`src/rtl/result_collector.sv`:
```
// Result collector: captures scattered multiplier outputs into an m x m register file and
// streams them row-major over valid/ready. Optional macro RESULT_COLLECTOR_DUP_CHECK_EN adds duplicate-write detection.
module result_collector #(
  parameter  int m     = 4,
  localparam int IDX_W = (m > 1) ? $clog2(m) : 1
) (
  input  logic             clk,
  input  logic             rst,
  input  logic             start,
  input  logic [31:0]      z_out,
  input  logic [IDX_W-1:0] z_i,
  input  logic [IDX_W-1:0] z_j,
  input  logic             z_stb,
  input  logic             done,
  output logic [31:0]      out_data,
  output logic [IDX_W-1:0] out_i,
  output logic [IDX_W-1:0] out_j,
  output logic             out_valid,
  input  logic             out_ready,
  output logic             out_last,
  output logic             drained,
  output logic             err_missing,
  output logic             err_late,
  output logic             err_dup
);

  localparam int N      = m * m;
  localparam int ADDR_W = $clog2(N);
  localparam logic [IDX_W-1:0] LAST_IDX = IDX_W'(m - 1);

  typedef enum logic [1:0] {
    COLLECT  = 2'd0,
    DRAIN    = 2'd1,
    COMPLETE = 2'd2
  } state_t;

  state_t            state, state_nxt;
  logic [31:0]       mem [N];
  logic [N-1:0]      fill;
  logic              done_seen;
  logic [IDX_W-1:0]  pi, pj;

  logic              in_range;
  logic              wr_en;
  logic              beat_fire;
  logic              last_ptr;
  logic [ADDR_W-1:0] wr_addr;
  logic [ADDR_W-1:0] rd_addr;

  // With a power-of-two m every index value is legal, so no range compare is built.
  generate
    if ((1 << IDX_W) == m) begin : g_pow2
      assign in_range = 1'b1;
    end else begin : g_npow2
      assign in_range = (32'(z_i) < m) && (32'(z_j) < m);
    end
  endgenerate

  assign wr_addr   = ADDR_W'(32'(z_i) * m + 32'(z_j));
  assign rd_addr   = ADDR_W'(32'(pi) * m + 32'(pj));
  assign wr_en     = (state == COLLECT) && z_stb && !start && in_range;
  assign beat_fire = (state == DRAIN) && out_ready;
  assign last_ptr  = (pi == LAST_IDX) && (pj == LAST_IDX);

  // NOTE: every always_comb output gets a default first so no path leaves it unassigned (no latch).
  always_comb begin
    state_nxt = state;
    if (start) begin
      state_nxt = COLLECT;
    end else begin
      case (state)
        COLLECT:  if ((done_seen || done) && !z_stb) state_nxt = DRAIN;
        DRAIN:    if (beat_fire && last_ptr) state_nxt = COMPLETE;
        COMPLETE: state_nxt = COMPLETE;
        default:  state_nxt = COLLECT;
      endcase
    end
  end

  // NOTE: sequential state uses non-blocking assignments so every register samples pre-edge values.
  always_ff @(posedge clk or posedge rst) begin
    if (rst) state <= COLLECT;
    else     state <= state_nxt;
  end

  // NOTE: the register file is deliberately not reset; the fill bitmap alone says what is valid.
  always_ff @(posedge clk) begin
    if (wr_en) mem[wr_addr] <= z_out;
  end

  always_ff @(posedge clk or posedge rst) begin
    if (rst) begin
      fill        <= '0;
      done_seen   <= 1'b0;
      pi          <= '0;
      pj          <= '0;
      err_missing <= 1'b0;
      err_late    <= 1'b0;
    end else if (start) begin
      fill        <= '0;
      done_seen   <= 1'b0;
      pi          <= '0;
      pj          <= '0;
      err_missing <= 1'b0;
      err_late    <= 1'b0;
    end else begin
      if (wr_en) fill[wr_addr] <= 1'b1;
      if (state == COLLECT && done) done_seen <= 1'b1;
      // Entry to DRAIN consumes done_seen; a hole in the bitmap at that moment is sticky.
      if (state == COLLECT && state_nxt == DRAIN) begin
        done_seen <= 1'b0;
        if (!(&fill)) err_missing <= 1'b1;
      end
      if (z_stb && (state != COLLECT || !in_range)) err_late <= 1'b1;
      if (beat_fire) begin
        if (pj == LAST_IDX) begin
          pj <= '0;
          pi <= (pi == LAST_IDX) ? '0 : pi + 1'b1;
        end else begin
          pj <= pj + 1'b1;
        end
      end
    end
  end

`ifdef RESULT_COLLECTOR_DUP_CHECK_EN
  always_ff @(posedge clk or posedge rst) begin
    if (rst)                        err_dup <= 1'b0;
    else if (start)                 err_dup <= 1'b0;
    else if (wr_en && fill[wr_addr]) err_dup <= 1'b1;
  end
`else
  assign err_dup = 1'b0;
`endif

  // Stream outputs are pure functions of the held pointer, so they stay stable while stalled.
  assign out_valid = (state == DRAIN);
  assign out_last  = out_valid && last_ptr;
  assign out_data  = (out_valid && fill[rd_addr]) ? mem[rd_addr] : 32'h0;
  assign out_i     = out_valid ? pi : '0;
  assign out_j     = out_valid ? pj : '0;
  assign drained   = (state == COMPLETE);

endmodule

```
`config.mk`:
```
export PLATFORM = sky130hd
export DESIGN_NAME = result_collector
export DESIGN_NICKNAME = d
export VERILOG_FILES = /design/src/rtl/result_collector.sv
export SDC_FILE = /design/constraint.sdc
export NUM_CORES = 1
export LEC_CHECK = 0
export BUFFER_PORTS_ARGS = -buffer_cell sky130_fd_sc_hd__buf_2
export CAP_MARGIN = 20
export CORE_MARGIN = 1.5
export CORE_UTILIZATION = 65
export CTS_CLUSTER_DIAMETER = 150
export DETAILED_ROUTE_END_ITERATION = 10
export GPL_TIMING_DRIVEN = 0
export PLACE_DENSITY = 0.89
export SYNTH_ARGS = -nofsm -noshare
export SYNTH_HDL_FRONTEND = slang
export SYNTH_SLANG_ARGS = --single-unit
```
`constraint.sdc`:
```
create_clock -name clk -period 9.15 [get_ports clk]
set_input_delay 0.4575 -clock clk [delete_from_list [all_inputs] [get_ports clk]]
set_output_delay 0.4575 -clock clk [all_outputs]
set_load 0.01 [all_outputs]
```
==> results of run 1 <==
power by group:
part	internal [mW]	switching (mW)	total, mW	leakage [nW]
Clock	1.05	0.871	1.92	0.722
Combinational	0.0697	0.109	0.178	1.91
Sequential	2.71	0.00768	2.72	4.96
per-layer routing:
metal | up-vias | routed length [um]
met5 | - | 0
met4 | 0 | 2134
met3 | 179 | 5335
met2 | 944 | 25860
met1 | 5669 | 17610
li1 | 4308 | -
stage by stage:
step | power (mW) | worst slack, ns
after floorplan | 2.863 | 5.826
after global routing | 4.918 | 5.490
final | 4.812 | 5.526
after detailed placement | 2.939 | 6.213
after global placement | 2.921 | 4.467
after CTS | 4.808 | 5.560
flip-flops by register name (all words and copies together), names as in the netlist:
| register | flops |
|---|---|
| done_seen | 1 |
| err_late | 1 |
| err_missing | 1 |
| fill | 16 |
| mem | 512 |
| pi | 2 |
| pj | 2 |
| state | 2 |
cell families (layout without fill, tap and decap cells):
group,Yosys count,in the layout,synth area share
compound gates,123,123,0.04772
fa+ha+maj,2,2,0.001203
buf+inv,80,266,0.02088
simple gates,67,67,0.01703
other cells,1,2,0.0001804
flops,537,537,0.7696
mux,135,135,0.1434
placed cells by master (no fill, tap or decap), types with 3 or more instances in the layout:
master	synthesis	layout
a21oi_1	5	5
a22oi_1	78	78
a22oi_2	20	20
and2_1	5	5
buf_1	3	3
buf_16	0	17
buf_2	13	94
buf_4	7	7
buf_6	9	9
clkbuf_1	26	40
clkbuf_16	0	51
clkinv_1	0	7
clkinv_2	0	12
dfrtp_1	25	25
edfxtp_1	512	512
inv_1	19	19
mux2i_1	5	5
mux4_2	129	129
nand2_1	7	7
nand2b_1	4	4
nand3_1	4	4
nand4_1	5	5
nor2_1	26	10
nor2_4	0	16
nor2b_1	5	5
nor3_1	3	3
o22ai_1	15	15
or3_1	3	3
final timing paths:
path | slack, ns | end | depth (start not counted) | startpoint
setup / recovery | 5.53 | out_data[6] | 7 | pj[1]
hold / removal | 0.09 | done_seen | 2 | start
setup reg to reg | 6.15 | mem[11][7] | 5 | state[1]
hold reg to reg | 0.50 | err_missing | 2 | err_missing
max in group asynchronous | 8.23 | fill[10] | 4 | rst
min in group asynchronous | 0.45 | fill[0] | 3 | rst
final cells by class:
class	instances	area, sq um
diodes	1	2.502
plain buffers	61	362.8
clock buffers	65	1329
clock inverters	21	125.1
fillers	1557	7786
inverters	19	71.32
multi-input cells	328	4477
flip-flops and latches	537	16000
well taps	402	503.0
repair buffers	100	898.4
==> summary.txt, run 1 <==
Routing
  • DR pass1 iterations: 5
  • Drt drc: 0
  • Routed Antenna Nets: 0
  • Routed via count: 11100
  • Avg Vias per Cell: 7.236
  • Drt wl/cell: 33.20 um
  • Final WL: 50.93 mm
  • DRT iter0 DRCs: 1878

Synthesis
  • Sequential area share after synthesis: 0.7696
  • EDFF count, synth: 512
  • Top cells by area, synth: edfxtp_1 74%, mux4_2 14%, dfrtp_1 3.0%
  • Top-count cell post-synth: edfxtp_1
  • Distinct cells, synth: 37
  • Post-Syn Area per Cell: 22.00 sq um
  • Cell area after synthesis: 0.02079 sq mm
  • Post-synth top cells: 512 x edfxtp_1, 129 x mux4_2, 78 x a22oi_1
  • Async SR Flop Fraction: 0.04655
  • Synth Net Count: 989
  • Top-area cell type share of the netlist area: 0.7395
  • Yosys warnings: 0
  • FF+latch count, synth: 537
  • Predominant post-synthesis flop cell: edfxtp_1
  • Syn Inst Count: 945
  • Yosys top cell by area: edfxtp_1

Timing
  • Hold_ws: 0.08776 ns
  • RSZ-0062 raised after global routing: no
  • Clock Skews: 0.02492 ns
  • Tightest Pin Transition: 1.009 ns
  • Minimum clock period: 3.624 ns
  • FMAX: 0.2759 GHz
  • Final setup vio count: 0
  • Sum Neg Setup Slack: 0 ns
  • Tcrit/Tclk final: 0.3961
  • Slew headroom: 0.3271
  • Final Hold Fails: 0
  • Slew Viols, Final: 0

Final layout
  • Final Cell Area: 0.02377 sq mm
  • Layout cell share with drive strength beyond 1: 0.3227
  • Layout Cells excl Fill: 1534
  • Area delta synth->final: 14.32%
  • Final Net Count: 1141
  • Final core occ: 0.7533

Power and ir drop
  • PwrDens: 202.4 mW/mm^2
  • Leak: 7.585 nW
  • VDD IR max: 0.1713 mV

Placement
  • Placed Cells: 1445
  • Placed Area: 0.02229 sq mm
  • DP HPWL: 29.65 mm
  • IO Port Bufs: 81
  • Placer Congestion: 0.8275

Min path
  • Hold Crit Class: in -> reg

Critical path
  • Delay of the slowest cell on the worst path: 0.77 ns
  • Top Family by Delay on Critical Path: buffers and inverters
  • WP buf/inv: 4
  • Worst-path fanout max: 10
  • Kind of critical path: reg -> out
  • CP max stage cell: clkbuf_1
  • CP Capture Type: output port
  • Critical Path Source Type: flop
  • Most frequent CP cell: buf_2
  • Crit path required time: 8.69 ns
  • Crit path cell chain: buf_2 -> buf_4 -> clkbuf_1 -> mux4_2 -> a22oi_1 -> a22oi_2 -> buf_2
  • Worst endpoint data arrival time: 3.17 ns

Global routing
  • Pin count of the biggest net entering global routing: 26
  • Most Crowded Layer GR: met2
  • Vias in the first global route: 11470
  • Total congestion overflow: 0
  • Initial antenna violation count: 1
  • M2 GR Usage: 0.5303
  • Met1 Use GR: 0.4146
  • GRT Overall Usage: 0.3178
  • First-pass GRT wire length: 74.42 mm
  • Met3 usage: 0.06117

Die
  • Initial Util: 0.6589
  • Die X: 181.8 um
  • Number of I/O pins: 84
  • CORE AREA: 0.03156 sq mm
  • Die Y: 181.8 um
  • Core Rows: 65
  • Die area: 0.03307 sq mm

Clock network
  • Maximum clock insertion buffer count: 3
  • H-Tree Depth: 2
  • Post_cts resized: 0
  • Clk sinks: 537
  • CTS Root Buffer Type: clkbuf_16
  • CTS tree: built
  • Clock latency on the worst-skew pair: 0.57 ns
  • Post-CTS Hold Buffers: 0
  • Cts bufs inserted: 50
  • Post-CTS setup buffer count: 0
  • Worst-path clk slew: 0.07 ns

Run
  • Max cap viols: 0

Outcome
  • Status: finished, final reports clean
(Power assumes the default switching activity.)
==> run 2, diff against run 1 <==
--- a/config.mk
+++ b/config.mk
@@ -8,11 +8,11 @@
 export BUFFER_PORTS_ARGS = -buffer_cell sky130_fd_sc_hd__buf_2
 export CAP_MARGIN = 20
 export CORE_MARGIN = 1.5
-export CORE_UTILIZATION = 65
+export CORE_UTILIZATION = 55
 export CTS_CLUSTER_DIAMETER = 150
 export DETAILED_ROUTE_END_ITERATION = 10
 export GPL_TIMING_DRIVEN = 0
-export PLACE_DENSITY = 0.89
+export PLACE_DENSITY = 0.81
 export SYNTH_ARGS = -nofsm -noshare
 export SYNTH_HDL_FRONTEND = slang
 export SYNTH_SLANG_ARGS = --single-unit
==> constraint.sdc (replaced) <==
create_clock -name clk -period 3 [get_ports clk]
set_input_delay 0.15 -clock clk [delete_from_list [all_inputs] [get_ports clk]]
set_output_delay 0.15 -clock clk [all_outputs]
set_load 0.01 [all_outputs]
==> run 2 against run 1 <==
  * Non-clock buffer count rose by 43
  * Sequential cell count did not move
  * Final area rose by 3.1%
  * Core utilization fell by 9.8 points
  * Sequential power rose to 3.0 times the previous value
  * Critical path depth rose by 1
  * Die area rose by 18%
  * Clock skew fell by 0.0095 ns
  * Setup slack got worse by 5.5 ns
  * Largest cell class unchanged
  * Clock power rose to 3.2 times the previous value
==> summary.txt, run 2 (synthesis results as in run 1) <==
Critical path
  • Critical Path Source Type: flop
  • Crit path required time: 2.85 ns (-5.84 ns)
  • CP max stage cell: dfrtp_1
  • Most frequent CP cell: buf_6
  • Delay of the slowest cell on the worst path: 0.43 ns (-0.34 ns)
  • Kind of critical path: reg -> out
  • WP buf/inv: 4 (unchanged)
  • Worst-path fanout max: 10 (unchanged)
  • Worst endpoint data arrival time: 2.80 ns (-0.37 ns)
  • Crit path cell chain: buf_6 -> buf_12 -> mux2i_1 -> a22oi_2 -> nand4b_4 -> buf_6 -> a22oi_1 -> buf_2
  • Top Family by Delay on Critical Path: buffers and inverters
  • CP Capture Type: output port

Clock network
  • Maximum clock insertion buffer count: 3 (unchanged)
  • CTS Root Buffer Type: clkbuf_16
  • CTS tree: built
  • Cts bufs inserted: 51 (+2.0%)
  • Clk sinks: 537 (unchanged)
  • Clock latency on the worst-skew pair: 0.56 ns (about the same)
  • Worst-path clk slew: 0.06 ns (about the same)
  • H-Tree Depth: 2 (unchanged)

Global routing
  • First-pass GRT wire length: 70.08 mm (-5.8%)
  • GRT Overall Usage: 0.2507 (-0.06713)
  • M2 GR Usage: 0.4208 (-0.1095)
  • Met3 usage: 0.03773 (-0.02344)
  • Met1 Use GR: 0.3370 (-0.07763)
  • Pin count of the biggest net entering global routing: 26 (unchanged)
  • Most Crowded Layer GR: met2
  • Total congestion overflow: 0 (unchanged)
  • Vias in the first global route: 11120 (-3.0%)
  • Initial antenna violation count: 2 (+1)

Final layout
  • Area delta synth->final: 17.86%
  • Top Registers: mem: 512 flops, fill: 16 flops
  • Layout cell share with drive strength beyond 1: 0.3319 (+0.009202)
  • Multi-input gate area: 0.004497 sq mm (+0.45%)
  • Layout Cells excl Fill: 1697 (+11%)
  • Commonest non-fill, non-tap cell in the layout: edfxtp_1
  • Commonest non-fill, non-tap cells in the layout: 512 x edfxtp_1, 129 x mux4_2, 92 x buf_2
  • Final Net Count: 1185 (+3.9%)
  • Final Cell Area: 0.02450 sq mm (+3.1%)
  • Sequential cell area: 0.01600 sq mm (unchanged)
  • Fillers: 2331 (+50%)
  • Most flop-heavy register: mem
  • Max FFs per register: 512 (unchanged)
  • Final core occ: 0.6552 (-0.09804)

Timing
  • Slew headroom: 0.3674 (+0.04029)
  • Worst setup margin: 0.05147 ns (-5.474 ns)
  • Clock Skews: 0.01544 ns (-0.009486 ns)
  • Minimum clock period: 2.949 ns
  • Final setup vio count: 0 (unchanged)
  • Sum Neg Setup Slack: 0 ns (unchanged)
  • Tcrit/Tclk final: 0.9828
  • RSZ-0062 raised after global routing: no
  • Tightest Pin Transition: 0.9478 ns (-0.06147 ns)
  • FMAX: 0.3392 GHz
  • Hold_ws: 0.2440 ns (+0.1562 ns)
  • Final Hold Fails: 0 (unchanged)
  • Slew Viols, Final: 0 (unchanged)

Run
  • Max cap viols: 0 (unchanged)

Placement
  • Placer Congestion: 0.8067 (-2.5%)
  • DP HPWL: 28.70 mm (-3.2%)
  • Placed Area: 0.02236 sq mm (+0.32%)
  • Placed Cells: 1553 (+7.5%)
  • IO Port Bufs: 81 (unchanged)
  • Dpl ws: 0.07604 ns (-6.137 ns)

Die
  • Core Rows: 71 (+9.2%)
  • CORE AREA: 0.03740 sq mm (+19%)
  • Die area: 0.03898 sq mm (+18%)
  • Initial Util: 0.5559 (-0.1030)
  • Number of I/O pins: 84 (unchanged)
  • Die Y: 197.4 um (+8.6%)
  • Die X: 197.4 um (+8.6%)

Routing
  • Drt wl/cell: 28.26 um (-15%)
  • DRT iter0 DRCs: 1255 (-33%)
  • DR pass1 iterations: 5 (unchanged)
  • Routed Antenna Nets: 0 (unchanged)
  • Final WL: 47.96 mm (-5.8%)
  • Routed via count: 10840 (-2.4%)
  • Drt drc: 0 (unchanged)
  • Avg Vias per Cell: 6.385 (-12%)

Power and ir drop
  • Final Power: 15.09 mW (+210%)
  • Leak: 7.884 nW (+3.9%)
  • PwrDens: 615.8 mW/mm^2 (+200%)
  • VDD IR max: 0.5230 mV (+210%)

Min path
  • Hold Crit Class: in -> reg

Outcome
  • Status: finished, final reports clean
-- run 2: final timing paths --
path,startpoint,endpoint,slack [ns],cells past startpoint
worst max-delay path,pj[0],out_data[30],0.05,8
worst min-delay path,z_j[1],fill[0],0.24,4
worst max register to register,state[1],mem[7][22],0.10,5
worst min register to register,err_late,err_late,0.52,2
max in group asynchronous,rst,fill[9],2.07,3
min in group asynchronous,rst,err_late,0.35,3
-- run 2: worst reg2reg max path, delay by kind of cell, from the launching register on --
kind / cells / cell delay, ns
flip-flops: 1 / 0.44
buffers and inverters: 2 / 0.33
AND/OR/NAND/NOR: 3 / 1.79
-- run 2: timing repair --
item | in CTS | in global routing
setup endpoints to repair | 30 | 64
setup buffers | 0 | 7
hold buffers | 39 | 0
resized for setup | 16 | 19
endpoints found under the hold margin | 546 | 0
pin swaps | 0 | 4
-- run 2: metal layers --
layer,vias up,share of wire
li1,4416,-
met1,5681,0.38
met2,625,0.50
met3,113,0.080
met4,0,0.033
met5,-,0
-- run 2: final cells by class --
type | count | share of cell area
flip-flops and latches | 537 | 0.6529
multi-input cells | 328 | 0.1835
clock buffers | 61 | 0.05361
repair buffers | 143 | 0.05259
well taps | 511 | 0.02609
plain buffers | 61 | 0.01629
clock inverters | 35 | 0.01185
inverters | 19 | 0.002910
diodes | 2 | 0.0002042
-- run 2: power breakdown --
part           total [mW]  leakage [nW]  internal [mW]  switching [mW]
Clock                6.23         0.784           3.55            2.68
Sequential           8.28          4.96           8.26          0.0198
Combinational       0.572          2.15          0.245           0.327
==> run 3, diff against run 2 <==
--- a/config.mk
+++ b/config.mk
@@ -13,6 +13,7 @@
 export DETAILED_ROUTE_END_ITERATION = 10
 export GPL_TIMING_DRIVEN = 0
 export PLACE_DENSITY = 0.81
+export RECOVER_POWER = 25
 export SYNTH_ARGS = -nofsm -noshare
 export SYNTH_HDL_FRONTEND = slang
 export SYNTH_SLANG_ARGS = --single-unit
==> run 3 against run 2 <==
  * Register-to-register slack worse by 0.02 ns
  * Clock skew shrank 0.0021 ns
  * Critical endpoint unchanged
  * Sequential cell count stayed put
  * Via count down 0.93%
  * Clock power barely moved
==> summary.txt, run 3 (synthesis results as in run 1) <==
Min path
  • Min-delay src: z_j[1]
  • Hold Crit Class: in -> reg
  • Hold depth: 4 (unchanged)
  • Worst Hold Path EP: fill[0]

Critical path
  • Top Family by Delay on Critical Path: buffers and inverters
  • R2R setup slack: 0.08 ns (-0.02 ns)
  • WP buf/inv: 4 (unchanged)
  • Worst endpoint data arrival time: 2.79 ns (about the same)
  • Worst-path fanout max: 10 (unchanged)
  • Delay of the slowest cell on the worst path: 0.43 ns (about the same)
  • CP Capture Type: output port
  • CP startpoint: pj[0]
  • Most frequent CP cell: buf_6
  • Crit path required time: 2.85 ns (about the same)
  • Kind of critical path: reg -> out
  • Critical Path Source Type: flop
  • Worst r2r dst: mem[7][22]
  • CP max stage cell: dfrtp_1
  • FF-to-FF Start: state[1]
  • Crit path cell chain: buf_6 -> buf_12 -> mux2i_1 -> a22oi_2 -> nand4b_4 -> buf_6 -> a22oi_1 -> buf_2
  • Worst Reg2Reg Path Length in Cells: 5 (unchanged)

Timing
  • Minimum clock period: 2.935 ns (-0.01325 ns)
  • Tightest Pin Transition: 0.9410 ns (-0.006863 ns)
  • Final setup vio count: 0 (unchanged)
  • Clock Skews: 0.01333 ns (-0.002105 ns)
  • Final Hold Fails: 0 (unchanged)
  • RSZ-0062 raised after global routing: no
  • Slew Viols, Final: 0 (unchanged)
  • Tcrit/Tclk final: 0.9784 (-0.004415)
  • Worst setup margin: 0.06472 ns (+0.01325 ns)
  • Slew headroom: 0.3720 (+0.004581)
  • FMAX: 0.3407 GHz (+0.45%)

Final layout
  • Area delta synth->final: 17.73%
  • Final Net Count: 1185 (unchanged)
  • Layout Cells excl Fill: 1697 (unchanged)
  • Top Registers: mem: 512 flops, fill: 16 flops
  • Final Cell Area: 0.02448 sq mm (-0.11%)
  • Commonest non-fill, non-tap cells in the layout: 512 x edfxtp_1, 129 x mux4_2, 75 x a22oi_1
  • Multi-input gate area: 0.004497 sq mm (unchanged)
  • Sequential cell area: 0.01600 sq mm (unchanged)
  • Fillers: 2341 (+0.43%)
  • Commonest non-fill, non-tap cell in the layout: edfxtp_1
  • Layout cell share with drive strength beyond 1: 0.3133 (-0.01858)
  • Most flop-heavy register: mem
  • Max FFs per register: 512 (unchanged)

Placement
  • DP HPWL: 28.70 mm (unchanged)
  • Placed Cells: 1553 (unchanged)
  • Placed Area: 0.02236 sq mm (unchanged)
  • IO Port Bufs: 81 (unchanged)
  • Placer Congestion: 0.8067 (unchanged)
  • Dpl ws: 0.07604 ns (unchanged)

Die
  • Die area: 0.03898 sq mm (unchanged)
  • Die Y: 197.4 um (unchanged)
  • Core Rows: 71 (unchanged)
  • Number of I/O pins: 84 (unchanged)
  • Initial Util: 0.5559 (unchanged)
  • CORE AREA: 0.03740 sq mm (unchanged)
  • Die X: 197.4 um (unchanged)

Power and ir drop
  • Switching portion of total power: 0.2012 (+0.0004429)
  • VDD IR max: 0.5248 mV (+0.34%)
  • Switching Power: 3.037 mW (+0.26%)
  • PwrDens: 616.7 mW/mm^2 (+0.15%)
  • Pint: 12.06 mW (about the same)
  • Leak: 7.824 nW (-0.77%)
  • Combinational power share: 0.038 (about the same)
  • Clock Power Share: 0.414 (about the same)
  • Register share of total power: 0.549 (about the same)

Clock network
  • Clock latency on the worst-skew pair: 0.56 ns (about the same)
  • Cts bufs inserted: 51 (unchanged)
  • Maximum clock insertion buffer count: 3 (unchanged)
  • Clk sinks: 537 (unchanged)
  • H-Tree Depth: 2 (unchanged)
  • Worst-path clk slew: 0.06 ns (about the same)
  • CTS Root Buffer Type: clkbuf_16
  • CTS tree: built

Routing
  • Routed Antenna Nets: 0 (unchanged)
  • Drt wl/cell: 28.24 um (about the same)
  • Routed via count: 10730 (-0.93%)
  • Avg Vias per Cell: 6.325 (-0.93%)
  • Drt drc: 0 (unchanged)
  • Final WL: 47.93 mm (about the same)
  • DRT iter0 DRCs: 1252 (-0.24%)
  • DR pass1 iterations: 5 (unchanged)

Run
  • Max cap viols: 0 (unchanged)

Global routing
  • First-pass GRT wire length: 70.08 mm (unchanged)
  • Total congestion overflow: 0 (unchanged)
  • Initial antenna violation count: 2 (unchanged)
  • Pin count of the biggest net entering global routing: 26 (unchanged)
  • Vias in the first global route: 11120 (unchanged)
  • GRT Overall Usage: 0.2507 (unchanged)

Outcome
  • Status: finished, final reports clean
[run 3: cell count changes in the layout (fill, tap and decap cells not counted), sizes merged]
| cell | change |
|---|---|
| buf | -22 |
| clkbuf | +22 |
[run 3: per-layer routing]
layer / wire length (um) / track usage / vias up
li1: - / - / 4411
met1: 18320 / 0.3370 / 5611
met2: 24290 / 0.4208 / 608
met3: 3832 / 0.03773 / 104
met4: 1487 / 0.09273 / 0
met5: 0 / 0 / -
[run 3: tightest hold or removal path, stage by stage]
cell	delay [ns]
buf_2	0.11
or3_1	0.10
buf_2	0.29
o22ai_1	0.12
[run 3: how the worst max path moves through the flow]
| stage | to | slack, ns | depth (start not counted) |
|---|---|---|---|
| after floorplan | mem[12][0] | -0.23 | 4 |
| after global placement | mem[0][15] | -1.75 | 4 |
| after detailed placement | mem[3][13] | 0.08 | 5 |
| after CTS | out_data[15] | 0.006 | 6 |
| after global routing | out_data[20] | 0.01 | 6 |
| final | out_data[30] | 0.06 | 8 |
[run 3: timing repair]
item                       in CTS  in global routing
hold endpoints to repair      546                  0
pin swaps                       0                  4
gates resized for setup        16                 19
setup endpoints to repair      30                 64
hold buffers                   39                  0
buffers inserted                0                  7
[run 3: metrics by stage]
| step | hold WS (ns) | setup TNS [ns] | power, mW | utilization |
|---|---|---|---|---|
| final | 0.2468 | 0 | 15.10 | 0.6545 |
| after global placement | 0.3529 | -600.49 | 8.916 | 0.5843 |
| after global routing | 0.2963 | 0 | 15.43 | 0.6545 |
| after detailed placement | 0.3535 | 0 | 8.960 | 0.5978 |
| after floorplan | 0.1773 | -38.87 | 8.734 | - |
| after CTS | 0.2395 | 0 | 15.12 | 0.6520 |
[run 3: area by class of cell]
class	count	share of cell area
antenna	2	0.0002045
buffer	61	0.01631
clock buffer	61	0.05367
clock inverter	35	0.01186
inverter	19	0.002914
multi-input combinational	328	0.1837
sequential	537	0.6537
tap	511	0.02612
timing repair buffer	143	0.05153
[run 3: power groups by stage]
stage               clock, mW  combinational [mW]  sequential (mW)
finish                   6.24               0.567             8.28
global route             6.54               0.608             8.28
CTS                      6.27               0.569             8.28
floorplan                   0               0.295             8.44
detailed placement          0               0.519             8.44
global placement            0               0.476             8.44
